$ cat src/rtl/serial_host_pkg.sv
// serial_host_pkg
// Shared types and constants for the UART word-protocol host master.
//   cmd_e              : command codes carried in the low bits of the command word
//   state_e            : master FSM states
//   PING_VALUE_DEFAULT : word the responder returns to a ping
//   BYTES_PER_WORD     : bytes per protocol word, sent MSB first
package serial_host_pkg;

  typedef enum logic [2:0] {
    CMD_WRITE  = 3'd1,
    CMD_READ   = 3'd2,
    CMD_RUN    = 3'd3,
    CMD_CYCLES = 3'd4,
    CMD_MEMOPS = 3'd5,
    CMD_PING   = 3'd6
  } cmd_e;

  typedef enum logic [2:0] {
    IDLE,
    SEND_CMD,
    SEND_DATA,
    RECV_DATA,
    FINISH
  } state_e;

  localparam logic [31:0] PING_VALUE_DEFAULT = 32'd123456789;
  localparam int          BYTES_PER_WORD     = 4;

endpackage

$ cat src/rtl/serial_word_shifter.sv
// serial_word_shifter
// Word <-> byte conversion for the UART word protocol.
//   clock, reset_n         : clock, asynchronous active-low reset
//   load, loadWord         : load a 32-bit word for transmission (taken only when txEmpty)
//   txEmpty                : no bytes of the current word left to launch
//   txLastLaunch           : the final byte of the current word is launching this cycle
//   txByte, txStart        : byte and one-cycle launch pulse to the UART transmitter
//   txReady                : transmitter idle
//   rxEnable               : assemble received bytes into words; when low bytes are dropped
//   rxByte, rxAvail        : received byte and its pending flag
//   rxClear                : acknowledge, same cycle the byte is taken
//   rxWord, rxWordValid    : assembled word, valid for one cycle after its 4th byte
module serial_word_shifter
  import serial_host_pkg::*;
(
  input  logic        clock,
  input  logic        reset_n,
  input  logic        load,
  input  logic [31:0] loadWord,
  output logic        txEmpty,
  output logic        txLastLaunch,
  output logic [7:0]  txByte,
  output logic        txStart,
  input  logic        txReady,
  input  logic        rxEnable,
  input  logic [7:0]  rxByte,
  input  logic        rxAvail,
  output logic        rxClear,
  output logic [31:0] rxWord,
  output logic        rxWordValid
);

  localparam logic [2:0] TX_FULL = 3'(BYTES_PER_WORD);
  localparam logic [1:0] RX_LAST = 2'(BYTES_PER_WORD - 1);

  logic [31:0] txShift;
  logic [2:0]  txCount;
  logic        txGuard;
  logic        launch;
  logic [23:0] rxShift;
  logic [1:0]  rxIdx;

  // The guard blocks a launch in the cycle after the previous one so the
  // transmitter has time to drop txReady.
  assign launch       = (txCount != 3'd0) && txReady && !txGuard;
  assign txStart      = launch;
  assign txByte       = txShift[31:24];
  assign txEmpty      = (txCount == 3'd0);
  assign txLastLaunch = launch && (txCount == 3'd1);

  always_ff @(posedge clock or negedge reset_n) begin
    if (!reset_n) begin
      txShift <= '0;
      txCount <= '0;
      txGuard <= 1'b0;
    end else begin
      txGuard <= launch;
      if (launch) begin
        txShift <= {txShift[23:0], 8'h00};
        txCount <= txCount - 3'd1;
      end else if (load && txEmpty) begin
        txShift <= loadWord;
        txCount <= TX_FULL;
      end
    end
  end

  // Every pending byte is acknowledged; outside of word reception it is dropped.
  assign rxClear = rxAvail;

  always_ff @(posedge clock or negedge reset_n) begin
    if (!reset_n) begin
      rxShift     <= '0;
      rxIdx       <= '0;
      rxWord      <= '0;
      rxWordValid <= 1'b0;
    end else begin
      rxWordValid <= 1'b0;
      if (!rxEnable) begin
        rxIdx <= '0;
      end else if (rxAvail) begin
        if (rxIdx == RX_LAST) begin
          rxWord      <= {rxShift, rxByte};
          rxWordValid <= 1'b1;
          rxIdx       <= '0;
        end else begin
          rxShift <= {rxShift[15:0], rxByte};
          rxIdx   <= rxIdx + 2'd1;
        end
      end
    end
  end

endmodule

$ cat src/rtl/serial_host_master.sv
// serial_host_master
// Host-side initiator for the UART word protocol: sends a command word, then
// streams bulk-write words or collects response words.
//   clock, reset_n                : clock, asynchronous active-low reset
//   cmd_valid/cmd_ready/cmd_code  : command request handshake
//   wr_data/wr_valid/wr_ready     : bulk-write word stream (cmd 1)
//   rd_data/rd_valid/rd_first     : received words; rd_first marks word 0 of a cmd 2 dump
//   done                          : one-cycle completion pulse
//   error                         : sticky timeout / ping-mismatch flag
//   tx_byte/tx_start/tx_ready     : UART transmitter side
//   rx_byte/rx_avail/rx_clear     : UART receiver side
module serial_host_master
  import serial_host_pkg::*;
#(
  parameter int          XFER_WORDS = 10001,
  parameter int          RX_TIMEOUT = 2000000,
  parameter logic [31:0] PING_VALUE = PING_VALUE_DEFAULT
) (
  input  logic        clock,
  input  logic        reset_n,
  input  logic        cmd_valid,
  output logic        cmd_ready,
  input  logic [2:0]  cmd_code,
  input  logic [31:0] wr_data,
  input  logic        wr_valid,
  output logic        wr_ready,
  output logic [31:0] rd_data,
  output logic        rd_valid,
  output logic        rd_first,
  output logic        done,
  output logic        error,
  output logic [7:0]  tx_byte,
  output logic        tx_start,
  input  logic        tx_ready,
  input  logic [7:0]  rx_byte,
  input  logic        rx_avail,
  output logic        rx_clear
);

  localparam int                   TIMEOUT_W     = $clog2(RX_TIMEOUT + 1);
  localparam logic [16:0]          XFER_LAST     = 17'(XFER_WORDS);
  localparam logic [TIMEOUT_W-1:0] TIMEOUT_LIMIT = TIMEOUT_W'(RX_TIMEOUT);

  state_e               state, stateNext;
  logic [2:0]           cmdReg, cmdNext;
  logic [16:0]          wordCnt, wordCntNext;
  logic [TIMEOUT_W-1:0] timeoutCnt, timeoutNext;
  logic                 errorReg, errorNext;

  logic        shLoad;
  logic [31:0] shWord;
  logic        txEmpty;
  logic        txLastLaunch;
  logic        rxEnable;
  logic [31:0] rxWord;
  logic        rxWordValid;
  logic [16:0] recvWords;

  serial_word_shifter shifter (
    .clock        (clock),
    .reset_n      (reset_n),
    .load         (shLoad),
    .loadWord     (shWord),
    .txEmpty      (txEmpty),
    .txLastLaunch (txLastLaunch),
    .txByte       (tx_byte),
    .txStart      (tx_start),
    .txReady      (tx_ready),
    .rxEnable     (rxEnable),
    .rxByte       (rx_byte),
    .rxAvail      (rx_avail),
    .rxClear      (rx_clear),
    .rxWord       (rxWord),
    .rxWordValid  (rxWordValid)
  );

  assign rxEnable  = (state == RECV_DATA);
  assign recvWords = (cmdReg == CMD_READ) ? XFER_LAST : 17'd1;
  assign cmd_ready = (state == IDLE);
  assign done      = (state == FINISH);
  assign error     = errorReg;
  assign rd_data   = rxWord;

  always_ff @(posedge clock or negedge reset_n) begin
    if (!reset_n) begin
      state      <= IDLE;
      cmdReg     <= '0;
      wordCnt    <= '0;
      timeoutCnt <= '0;
      errorReg   <= 1'b0;
    end else begin
      state      <= stateNext;
      cmdReg     <= cmdNext;
      wordCnt    <= wordCntNext;
      timeoutCnt <= timeoutNext;
      errorReg   <= errorNext;
    end
  end

  always_comb begin
    stateNext   = state;
    cmdNext     = cmdReg;
    wordCntNext = wordCnt;
    timeoutNext = '0;
    errorNext   = errorReg;
    shLoad      = 1'b0;
    shWord      = {29'b0, cmdReg};
    wr_ready    = 1'b0;
    rd_valid    = 1'b0;
    rd_first    = 1'b0;

    case (state)
      IDLE: begin
        if (cmd_valid && cmd_ready) begin
          // The command word is loaded into the shifter on acceptance.
          cmdNext     = cmd_code;
          errorNext   = 1'b0;
          wordCntNext = '0;
          shLoad      = 1'b1;
          shWord      = {29'b0, cmd_code};
          stateNext   = SEND_CMD;
        end
      end

      SEND_CMD: begin
        if (txLastLaunch) begin
          case (cmdReg)
            CMD_WRITE:                                     stateNext = SEND_DATA;
            CMD_READ, CMD_CYCLES, CMD_MEMOPS, CMD_PING:    stateNext = RECV_DATA;
            default:                                       stateNext = FINISH;
          endcase
        end
      end

      SEND_DATA: begin
        if (txEmpty && wr_valid && (wordCnt < XFER_LAST)) begin
          wr_ready    = 1'b1;
          shLoad      = 1'b1;
          shWord      = wr_data;
          wordCntNext = wordCnt + 17'd1;
        end
        if (txLastLaunch && (wordCnt == XFER_LAST)) begin
          stateNext = FINISH;
        end
      end

      RECV_DATA: begin
        timeoutNext = rx_avail ? '0 : timeoutCnt + 1'b1;
        if (rxWordValid) begin
          rd_valid = 1'b1;
          rd_first = (wordCnt == 17'd0) && (cmdReg == CMD_READ);
          if ((cmdReg == CMD_PING) && (rxWord != PING_VALUE)) begin
            errorNext = 1'b1;
          end
          if (wordCnt < XFER_LAST) begin
            wordCntNext = wordCnt + 17'd1;
          end
          if ((wordCnt + 17'd1) == recvWords) begin
            stateNext = FINISH;
          end
        end else if (!rx_avail && ((timeoutCnt + 1'b1) == TIMEOUT_LIMIT)) begin
          // Any partial word is discarded when the shifter leaves reception.
          errorNext = 1'b1;
          stateNext = FINISH;
        end
      end

      FINISH: stateNext = IDLE;

      default: stateNext = IDLE;
    endcase
  end

endmodule

$ cat config.mk
export PLATFORM = sky130hd
export DESIGN_NAME = serial_host_master
export DESIGN_NICKNAME = d
export VERILOG_FILES = /design/src/rtl/serial_host_pkg.sv /design/src/rtl/serial_word_shifter.sv /design/src/rtl/serial_host_master.sv
export SDC_FILE = /design/constraint.sdc
export NUM_CORES = 1
export LEC_CHECK = 0
export ABC_AREA = 1
export ABC_CLOCK_PERIOD_IN_PS = 5300
export BUFFER_PORTS_ARGS = -buffer_cell sky130_fd_sc_hd__buf_2
export CAP_MARGIN = 20
export CORE_MARGIN = 4
export CORE_UTILIZATION = 54
export CTS_CLUSTER_SIZE = 25
export DETAILED_ROUTE_END_ITERATION = 16
export GPL_TIMING_DRIVEN = 0
export PLACE_DENSITY_LB_ADDON = 0.08
export SYNTH_ARGS = -nofsm -noshare
export SYNTH_HDL_FRONTEND = slang
export SYNTH_HIERARCHICAL = 1
export SYNTH_SLANG_ARGS = --single-unit
$ cat constraint.sdc
create_clock -name clock -period 5.3 [get_ports clock]
set_input_delay 0.795 -clock clock [delete_from_list [all_inputs] [get_ports clock]]
set_output_delay 0.795 -clock clock [all_outputs]
set_load 0.02 [all_outputs]
# Word level (Yosys, flattened, before mapping)
# Cells that the tools add are included.
# classes
addsub,4
order_cmp,1
n_eq_ne,25
muxes,42
n_bitwise,1
n_reduce_logical,27
# ops
operator,count
32-bit two-way mux,3
17-bit two-way mux,4
32-bit one-hot mux with 2 select lines,1
17-bit one-hot mux with 3 select lines,1
21-bit two-way mux,2
"32-bit by 27-bit inequality test with 1-bit output, second input constant",1
3-bit two-way mux,9
"21-bit by 1-bit adder with 21-bit output, second input constant",1
"21-bit equality test, second input constant",1
"17-bit by 1-bit adder with 17-bit output, second input constant",1
17-bit by 14-bit equality test with 1-bit output,1
"17-bit by 14-bit equality test with 1-bit output, second input constant",1
17-bit logical NOT,1
"17-bit by 14-bit < comparator with 1-bit output, second input constant",1
1-bit two-way mux,14
14-bit two-way mux,1
"3-bit equality test, second input constant",4
"2-bit inequality test, second input constant",6
3-bit one-hot mux with 4 select lines,1
1-bit logical AND,11
5-bit AND reduction,2
"3-bit by 1-bit equality test with 1-bit output, second input constant",3
"3-bit by 2-bit equality test with 1-bit output, second input constant",3
"3-bit inequality test, second input constant",3
other kinds (16),24
# word_totals
ff_bits,140
in_bits,49

# Depth between registers and ports, before layout
# Gate-level depths: netlist of run 1.
# depth
ltp_word,8
depth_mapped,16
depth_no_buf,16

# Cells and area by module
# The synthesis of run 1 kept the hierarchy.
# by_module_without_submodules
mod,n_inst,cells_each,area_each_um2,seq_area_each_um2
serial_word_shifter,1,495,4216.5,2377.3
serial_host_master,1,557,3554.7,1126.1

# Worst setup path before layout of run 1
# No wires, ideal clock.
# synth_path
path_kind,flip-flop to output port
from,register state[2]
to,output rd_first
arrival_ns,1.664
t_required_ns,4.505
path_slack_ns,2.841
path_stages_with_launch,8
n_path_buf,0
cell_sequence,dfrtp_1 nor2_4 inv_2 nor2_4 inv_2 nor2_1 nand3_1 nor2_1
# synth_between
elab_chain_len,2
# synth_rtl
item,line_no,rtl
"start, declared",serial_host_master.sv:44,"state_e state, stateNext;"
"start signal, assigned",serial_host_master.sv:92,state <= stateNext;
3-bit by 2-bit equality test with 1-bit output,serial_host_master.sv:112,case (state)
1-bit two-way mux,serial_host_master.sv:112,
"end, declared",serial_host_master.sv:29,"output logic rd_first,"
# Every way passes these cells.

# Final worst setup path of run 1
# layout_path
from,register shifter.txCount[0]
to,output wr_ready
# layout_between
elab_chain_len,5
# layout_rtl
item,line_no,rtl
"start, declared",serial_word_shifter.sv:37,logic [2:0] txCount;
"start signal, assigned",serial_word_shifter.sv:60,txCount <= txCount - 3'd1;
3-bit logical NOT,serial_word_shifter.sv:48,assign txEmpty = (txCount == 3'd0);
net txEmpty,serial_host_master.sv:52,logic txEmpty;
1-bit logical AND (2 in series),serial_host_master.sv:136,if (txEmpty && wr_valid && (wordCnt < XFER_LAST)) begin
1-bit two-way mux,serial_host_master.sv:136,
1-bit two-way mux,serial_host_master.sv:112,
"end, declared",serial_host_master.sv:26,"output logic wr_ready,"
# The timed path passes the listed nets, and every way through them passes these cells.

==> results_dict.tcl, run 1 <==
set metrics [dict create \
    wire_per_inst_um 14.0 \
    ctsRootBufferMaster "clkbuf_16" \
    drt_wl_total_um 19000 \
    startpoint "shifter/txCount[0]" \
    hold_class "input port to asynchronous set/reset pin" \
    ff2ff_path_depth 15 \
    setup_slack_ps 2270 \
    ios 97 \
    final_core_util_pct 64.8 \
    period_needed_ps 3030 \
    cts.path.max_buffers 2 \
    vias_per_cell 5.09 \
    setup_tns_ps 0 \
    ant_nets 0 \
    cp-start-kind "flop" \
    switchingPower_w 0.00137 \
    rows 43 \
    antenna_found_initial 1 \
    cts-buffers-inserted 17 \
    cpLargestDelayFamily "buffers and inverters" \
    power_density_nw_per_um2 408 \
    grt_pass1_vias 6530 \
    outcome "complete, no violations" \
    drv_cap 0 \
    cp.arrival_ps 2240 \
    critical_path_class "flop to output port" \
    grt_use_total_pct 24.2 \
    gp_congestion 0.899 \
    critPathCaptureType "output port" \
    cp_max_fo 10 \
    synth_fp_nets 1110 \
    die_y_um 128 \
    dp_slack_ps 2500 \
    syn_inst 1052 \
    cellLeakagePower_nw 4.65 \
    worst-r2r-setup-slack_ps 2460 \
    die_area_um2 16400 \
    core_area_um2 14000 \
    cts_hold_buffers 0 \
    slowest_stage "dfrtp_1" \
    clkTransAtPathRegs_ps 60 \
    grt_max_degree 73 \
    sw_frac_of_total_pct 37.1 \
    rsz0062_at_grt "no" \
    finalClockSkew_ps 9.66 \
    cts_num_sinks 140 \
    cts-resized-gates 0 \
    timing.critical_path.to "wr_ready" \
    pwr-share-comb_pct 31.1 \
    setup_viol 0 \
    cpPeakStageDelay_ps 390 \
    rr_endpoint "shifter/txShift[30]" \
    dr.pass1.iters 7 \
    cts_tree "done" \
    post_cts_buffers 0 \
    h-tree-depth 4 \
    nNetsFinal 1226 \
    synth.yosys.seq_area_share_pct 45.1 \
    grt_pass1_wl_um 31500 \
    syn_area_per_cell_um2 7.39 \
    yosysUniqueCellTypes 45 \
    synth_warnings 6 \
    cp.depth 8 \
    first_iter_violations 533 \
    cp_num_buf_inv 4 \
    pwr-share-seq_pct 38.3 \
    hold-worst-slack_ps 381 \
    mappedNetlistArea_um2 7770 \
    start_util_pct 55.6 \
    ir_worst_vdd_mv 0.256 \
    intPower_w 0.00233 \
    drive_above_1_share_pct 18.3 \
    dr_total_vias 6932 \
    fin_area_um2 9070 \
    cp_cell_sequence "inv_1 -> ha_1 -> nand2_4 -> buf_2 -> inv_1 -> nand3b_4 -> nor2_2 -> buf_2" \
    hold_violations 0 \
    areaGrowthSynthToFinish_pct 16.7 \
    place_area_um2 8510 \
    drc 0 \
    insertion_delay_ps 430 \
    worstMarginPinSlew_ps 685 \
    ys_seq_elements 140 \
    numPortBuffers 96 \
    slew_headroom_pct 54.4 \
    clockPowerShare_pct 30.6 \
    grt.overflow.total 0 \
    r2r-start "shifter/txCount[0]" \
    hpwl_um 13600 \
    dieWidth_um 128 \
    min_period_over_period_pct 57.2 \
    slew_violations 0 \
    required_ps 4510 \
    fmax_mhz 330 \
]
-- cells in the mapped netlist (all sizes together) --
library cell  count  share of area, %
a21boi            1             0.097
o21ai            88               6.2
o21bai            5              0.48
inv             177               8.5
nand3           120               8.0
xnor2             1              0.11
nor3b             1             0.097
nand4            12              0.97
nand3b            2              0.35
a21o              1              0.11
clkinv            2             0.097
a22oi             3              0.29
nor3              6              0.60
xor2              5              0.56
o31ai             3              0.29
nor4b             1              0.11
nor4              3              0.24
or2               3              0.24
o2111ai           1              0.11
nand2           274                14
clkbuf            5              0.24
nor2            134               7.3
a21oi            13              0.89
ha                9               1.4
and2              2              0.16
o211a             1              0.13
buf              36               3.1
o21a              3              0.29
dfrtp           140                45
-- worst min path at each step --
stage	cells past startpoint	slack, ps	start	end
2_1_floorplan	2	440	shifter/rxShift[16]	shifter/rxWord[24]
3_3_place_gp	2	460	shifter/rxShift[17]	shifter/rxWord[25]
4_1_cts	1	410	reset_n	wordCnt[1]
3_5_place_dp	2	460	shifter/rxShift[19]	shifter/rxWord[27]
6_report	1	380	reset_n	wordCnt[14]
5_1_grt	1	430	reset_n	wordCnt[16]
-- kinds of logic (layout without fill, tap and decap cells) --
group | Yosys count | after routing | synth area share [%]
XOR/XNOR | 6 | 6 | 0.676
buffers and inverters | 220 | 349 | 12.0
flip-flops | 140 | 140 | 45.1
adder cells (fa/ha/maj) | 9 | 9 | 1.45
other | 0 | 1 | 0
AND/OR/NAND/NOR | 558 | 558 | 31.9
AO/OA/AOI/OAI | 119 | 119 | 8.89
-- metrics by stage --
step | cells | total power (W)
floorplan | 1052 | 0.00226
global placement | 1328 | 0.00255
detailed placement | 1329 | 0.00258
CTS | 1361 | 0.00372
global route | 1362 | 0.00394
finish | 1362 | 0.00370
-- area by class of cell --
cell class / count / area (um2)
buffer: 41 / 263
antenna: 1 / 2.50
multi-input combinational: 692 / 3330
timing repair buffer: 97 / 514
clock buffer: 19 / 453
inverter: 179 / 672
clock inverter: 13 / 104
sequential: 140 / 3500
fill: 1307 / 4920
tap: 180 / 225
-- cell usage in the layout (no fill, tap or decap), types with 6 or more instances in the layout --
cell type,instances
nand4_1,12
inv_6,8
nand3_1,117
buf_6,7
buf_4,11
o21ai_0,18
ha_1,9
o21ai_1,59
o21ai_2,11
clkbuf_16,17
inv_1,168
inv_2,9
nor2_1,121
a21oi_1,12
nor2_2,6
dfrtp_1,140
nand2_1,266
nor2_4,7
buf_2,113
-- sequential cells by signal (all words and copies together) (netlist names) --
| register | count |
|---|---|
| cmdReg | 3 |
| state | 3 |
| timeoutCnt | 21 |
| shifter/txGuard | 1 |
| shifter/txCount | 3 |
| shifter/rxIdx | 2 |
| shifter/rxWord | 32 |
| shifter/rxShift | 24 |
| wordCnt | 17 |
| error | 1 |
| shifter/rxWordValid | 1 |
| shifter/txShift | 32 |
-- routing by layer --
layer	global-route usage (%)	up-vias	part of all wire [%]
met3	4.67	29	4.9
met1	32.8	3206	46
li1	-	3527	-
met4	8.55	0	1.9
met5	0	-	0
met2	38.9	170	47
-- power by group through the flow --
stage / Clock (W) / Sequential [W] / Combinational (W)
after CTS: 0.00115 / 0.00142 / 0.00116
after global placement: 0 / 0.00143 / 0.00112
after floorplan: 0 / 0.00143 / 0.000829
after detailed placement: 0 / 0.00143 / 0.00115
final: 0.00113 / 0.00142 / 0.00115
after global routing: 0.00121 / 0.00144 / 0.00129
(Power assumes the default switching activity.)
==> run 2: changes to the inputs <==
--- a/config.mk
+++ b/config.mk
@@ -6,11 +6,11 @@
 export NUM_CORES = 1
 export LEC_CHECK = 0
 export ABC_AREA = 1
-export ABC_CLOCK_PERIOD_IN_PS = 5300
+export ABC_CLOCK_PERIOD_IN_PS = 2500
 export BUFFER_PORTS_ARGS = -buffer_cell sky130_fd_sc_hd__buf_2
 export CAP_MARGIN = 20
 export CORE_MARGIN = 4
-export CORE_UTILIZATION = 54
+export CORE_UTILIZATION = 53
 export CTS_CLUSTER_SIZE = 25
 export DETAILED_ROUTE_END_ITERATION = 16
 export GPL_TIMING_DRIVEN = 0
==> constraint.sdc (replaced) <==
create_clock -name clock -period 2.5 [get_ports clock]
set_input_delay 0.375 -clock clock [delete_from_list [all_inputs] [get_ports clock]]
set_output_delay 0.375 -clock clock [all_outputs]
set_load 0.02 [all_outputs]
==> results_dict.tcl, run 2 (same netlist as run 1, synthesis figures left out) <==
set metrics [dict create \
    grt_use_met3_pct 5.23 \
    setup_viol 0 \
    met2_usage_pct 39.1 \
    cts_num_sinks 140 \
    cp.arrival_ps 2040 \
    required_ps 2120 \
    cts.path.max_buffers 2 \
    antenna_found_initial 1 \
    cp_max_fo 10 \
    drv_cap 0 \
    switchingPower_w 0.00301 \
    start_util_pct 55.1 \
    grt_max_degree 85 \
    layout_commonest_cell "nand2_1" \
    cp-start-kind "flop" \
    min_period_over_period_pct 96.5 \
    insertion_delay_ps 430 \
    drt_wl_total_um 18900 \
    cts-buffers-inserted 17 \
    top_regs "shifter/rxWord (32), shifter/txShift (32), shifter/rxShift (24)" \
    pwr-share-seq_pct 37.4 \
    grt_pass1_wl_um 31100 \
    drc 0 \
    grt.overflow.total 0 \
    h-tree-depth 4 \
    worstMarginPinSlew_ps 555 \
    grt_pass1_vias 6559 \
    critPathCaptureType "output port" \
    sw_frac_of_total_pct 37.3 \
    ant_nets 0 \
    gp_congestion 0.902 \
    rows 43 \
    dr.pass1.iters 5 \
    hold_class "input port to flop" \
    critical_path_class "flop to output port" \
    power_density_nw_per_um2 875 \
    hold-worst-slack_ps 193 \
    grt_use_total_pct 23.4 \
    period_needed_ps 2410 \
    vias_per_cell 5.05 \
    clockPowerShare_pct 31.6 \
    cellLeakagePower_nw 4.72 \
    die_y_um 129 \
    dieWidth_um 129 \
    finalClockSkew_ps 8.75 \
    areaGrowthSynthToFinish_pct 18.9 \
    first_iter_violations 456 \
    hpwl_um 13700 \
    slew_headroom_pct 62.8 \
    busiest_layer "met2" \
    cts_tree "done" \
    nNetsFinal 1233 \
    wire_per_inst_um 13.8 \
    clkTransAtPathRegs_ps 70 \
    outcome "complete, no violations" \
    use_met1_pct 30.6 \
    intPower_w 0.00507 \
    pwr-share-comb_pct 31.1 \
    setup_tns_ps 0 \
    numPortBuffers 96 \
    fmax_mhz 415 \
    die_area_um2 16700 \
    drive_above_1_share_pct 19.7 \
    final_cell_mix "nand2_1 (265), inv_1 (165), dfrtp_1 (136), nor2_1 (120), nand3_1 (117)" \
    hold_violations 0 \
    core_area_um2 14100 \
    ctsRootBufferMaster "clkbuf_16" \
    dr_total_vias 6918 \
    ir_worst_vdd_mv 0.578 \
    ios 97 \
    slew_violations 0 \
]
==> run 2: changes by cell type in the layout (fill, tap and decap cells not counted), moves of 3 or more <==
cell     previous run  this run
dfrtp_2             0         4
inv_2               9        12
inv_1             168       165
inv_8               0         6
dfrtp_1           140       136
buf_4              11        19
inv_6               8         4
==> run 2: path summary, 6_finish.rpt <==
path / cells after the start / endpoint / slack [ps] / start
worst min register to register: 1 / shifter/rxIdx[0] / 480 / shifter/rxIdx[0]
worst min-delay path: 3 / shifter/rxShift[3] / 190 / rx_byte[3]
worst max-delay path: 9 / wr_ready / 90 / shifter/txCount[0]
max in group asynchronous: 3 / shifter/rxShift[11] / 1240 / reset_n
min in group asynchronous: 2 / wordCnt[16] / 480 / reset_n
worst max register to register: 15 / shifter/txShift[30] / 140 / shifter/txCount[0]
==> run 2: layer usage <==
layer	part of all wire [%]	vias up	wire length [um]
met5	0	-	0
met4	1.4	0	273
met3	4.4	18	824
met2	49	153	9170
met1	46	3206	8630
li1	-	3541	-
==> run 2: per-stage QoR <==
step | utilization [%] | instance area (um2) | setup slack, ps | total power (W) | std cells
4_1_cts | 65.1 | 9180 | 29.5 | 0.00810 | 1365
2_1_floorplan | - | 7770 | 117 | 0.00479 | 1052
3_5_place_dp | 60.4 | 8510 | -296 | 0.00547 | 1329
5_1_grt | 65.5 | 9240 | -3.13 | 0.00859 | 1369
3_3_place_gp | 60.1 | 8480 | -967 | 0.00541 | 1328
6_report | 65.5 | 9240 | 88.4 | 0.00809 | 1369
==> run 2: power groups by stage <==
stage / Clock, W / Sequential [W] / Combinational, W
finish: 0.00255 / 0.00302 / 0.00251
global route: 0.00270 / 0.00308 / 0.00282
CTS: 0.00260 / 0.00301 / 0.00249
detailed placement: 0 / 0.00305 / 0.00242
global placement: 0 / 0.00302 / 0.00239
floorplan: 0 / 0.00303 / 0.00176
==> run 2: layout make-up <==
cell class,instances,area (um2)
Antenna cell,1,2.50
Buffer,41,268
Inverter,179,672
Tap cell,180,225
Clock inverter,15,171
Timing Repair Buffer,104,569
Clock buffer,17,425
Multi-Input combinational cell,692,3400
Fill cell,1300,4860
Sequential cell,140,3510
==> run 2: worst max-delay path, cell delays in order, from the launching register on <==
cell and delay (ps):
dfrtp_1 400, inv_2 110, ha_4 170, nand2_4 100, buf_4 200, inv_1 110
nand3b_4 100, nor2_4 150, buf_4 130, buf_2 150
==> run 2: timing repair <==
| action | in CTS | in global routing |
|---|---|---|
| setup buffers | 3 | 3 |
| pin swaps | 2 | 3 |
| hold buffers | 1 | 0 |
| setup endpoints to repair | 37 | 35 |
| resized for setup | 7 | 15 |
| hold endpoints to repair | 56 | 0 |
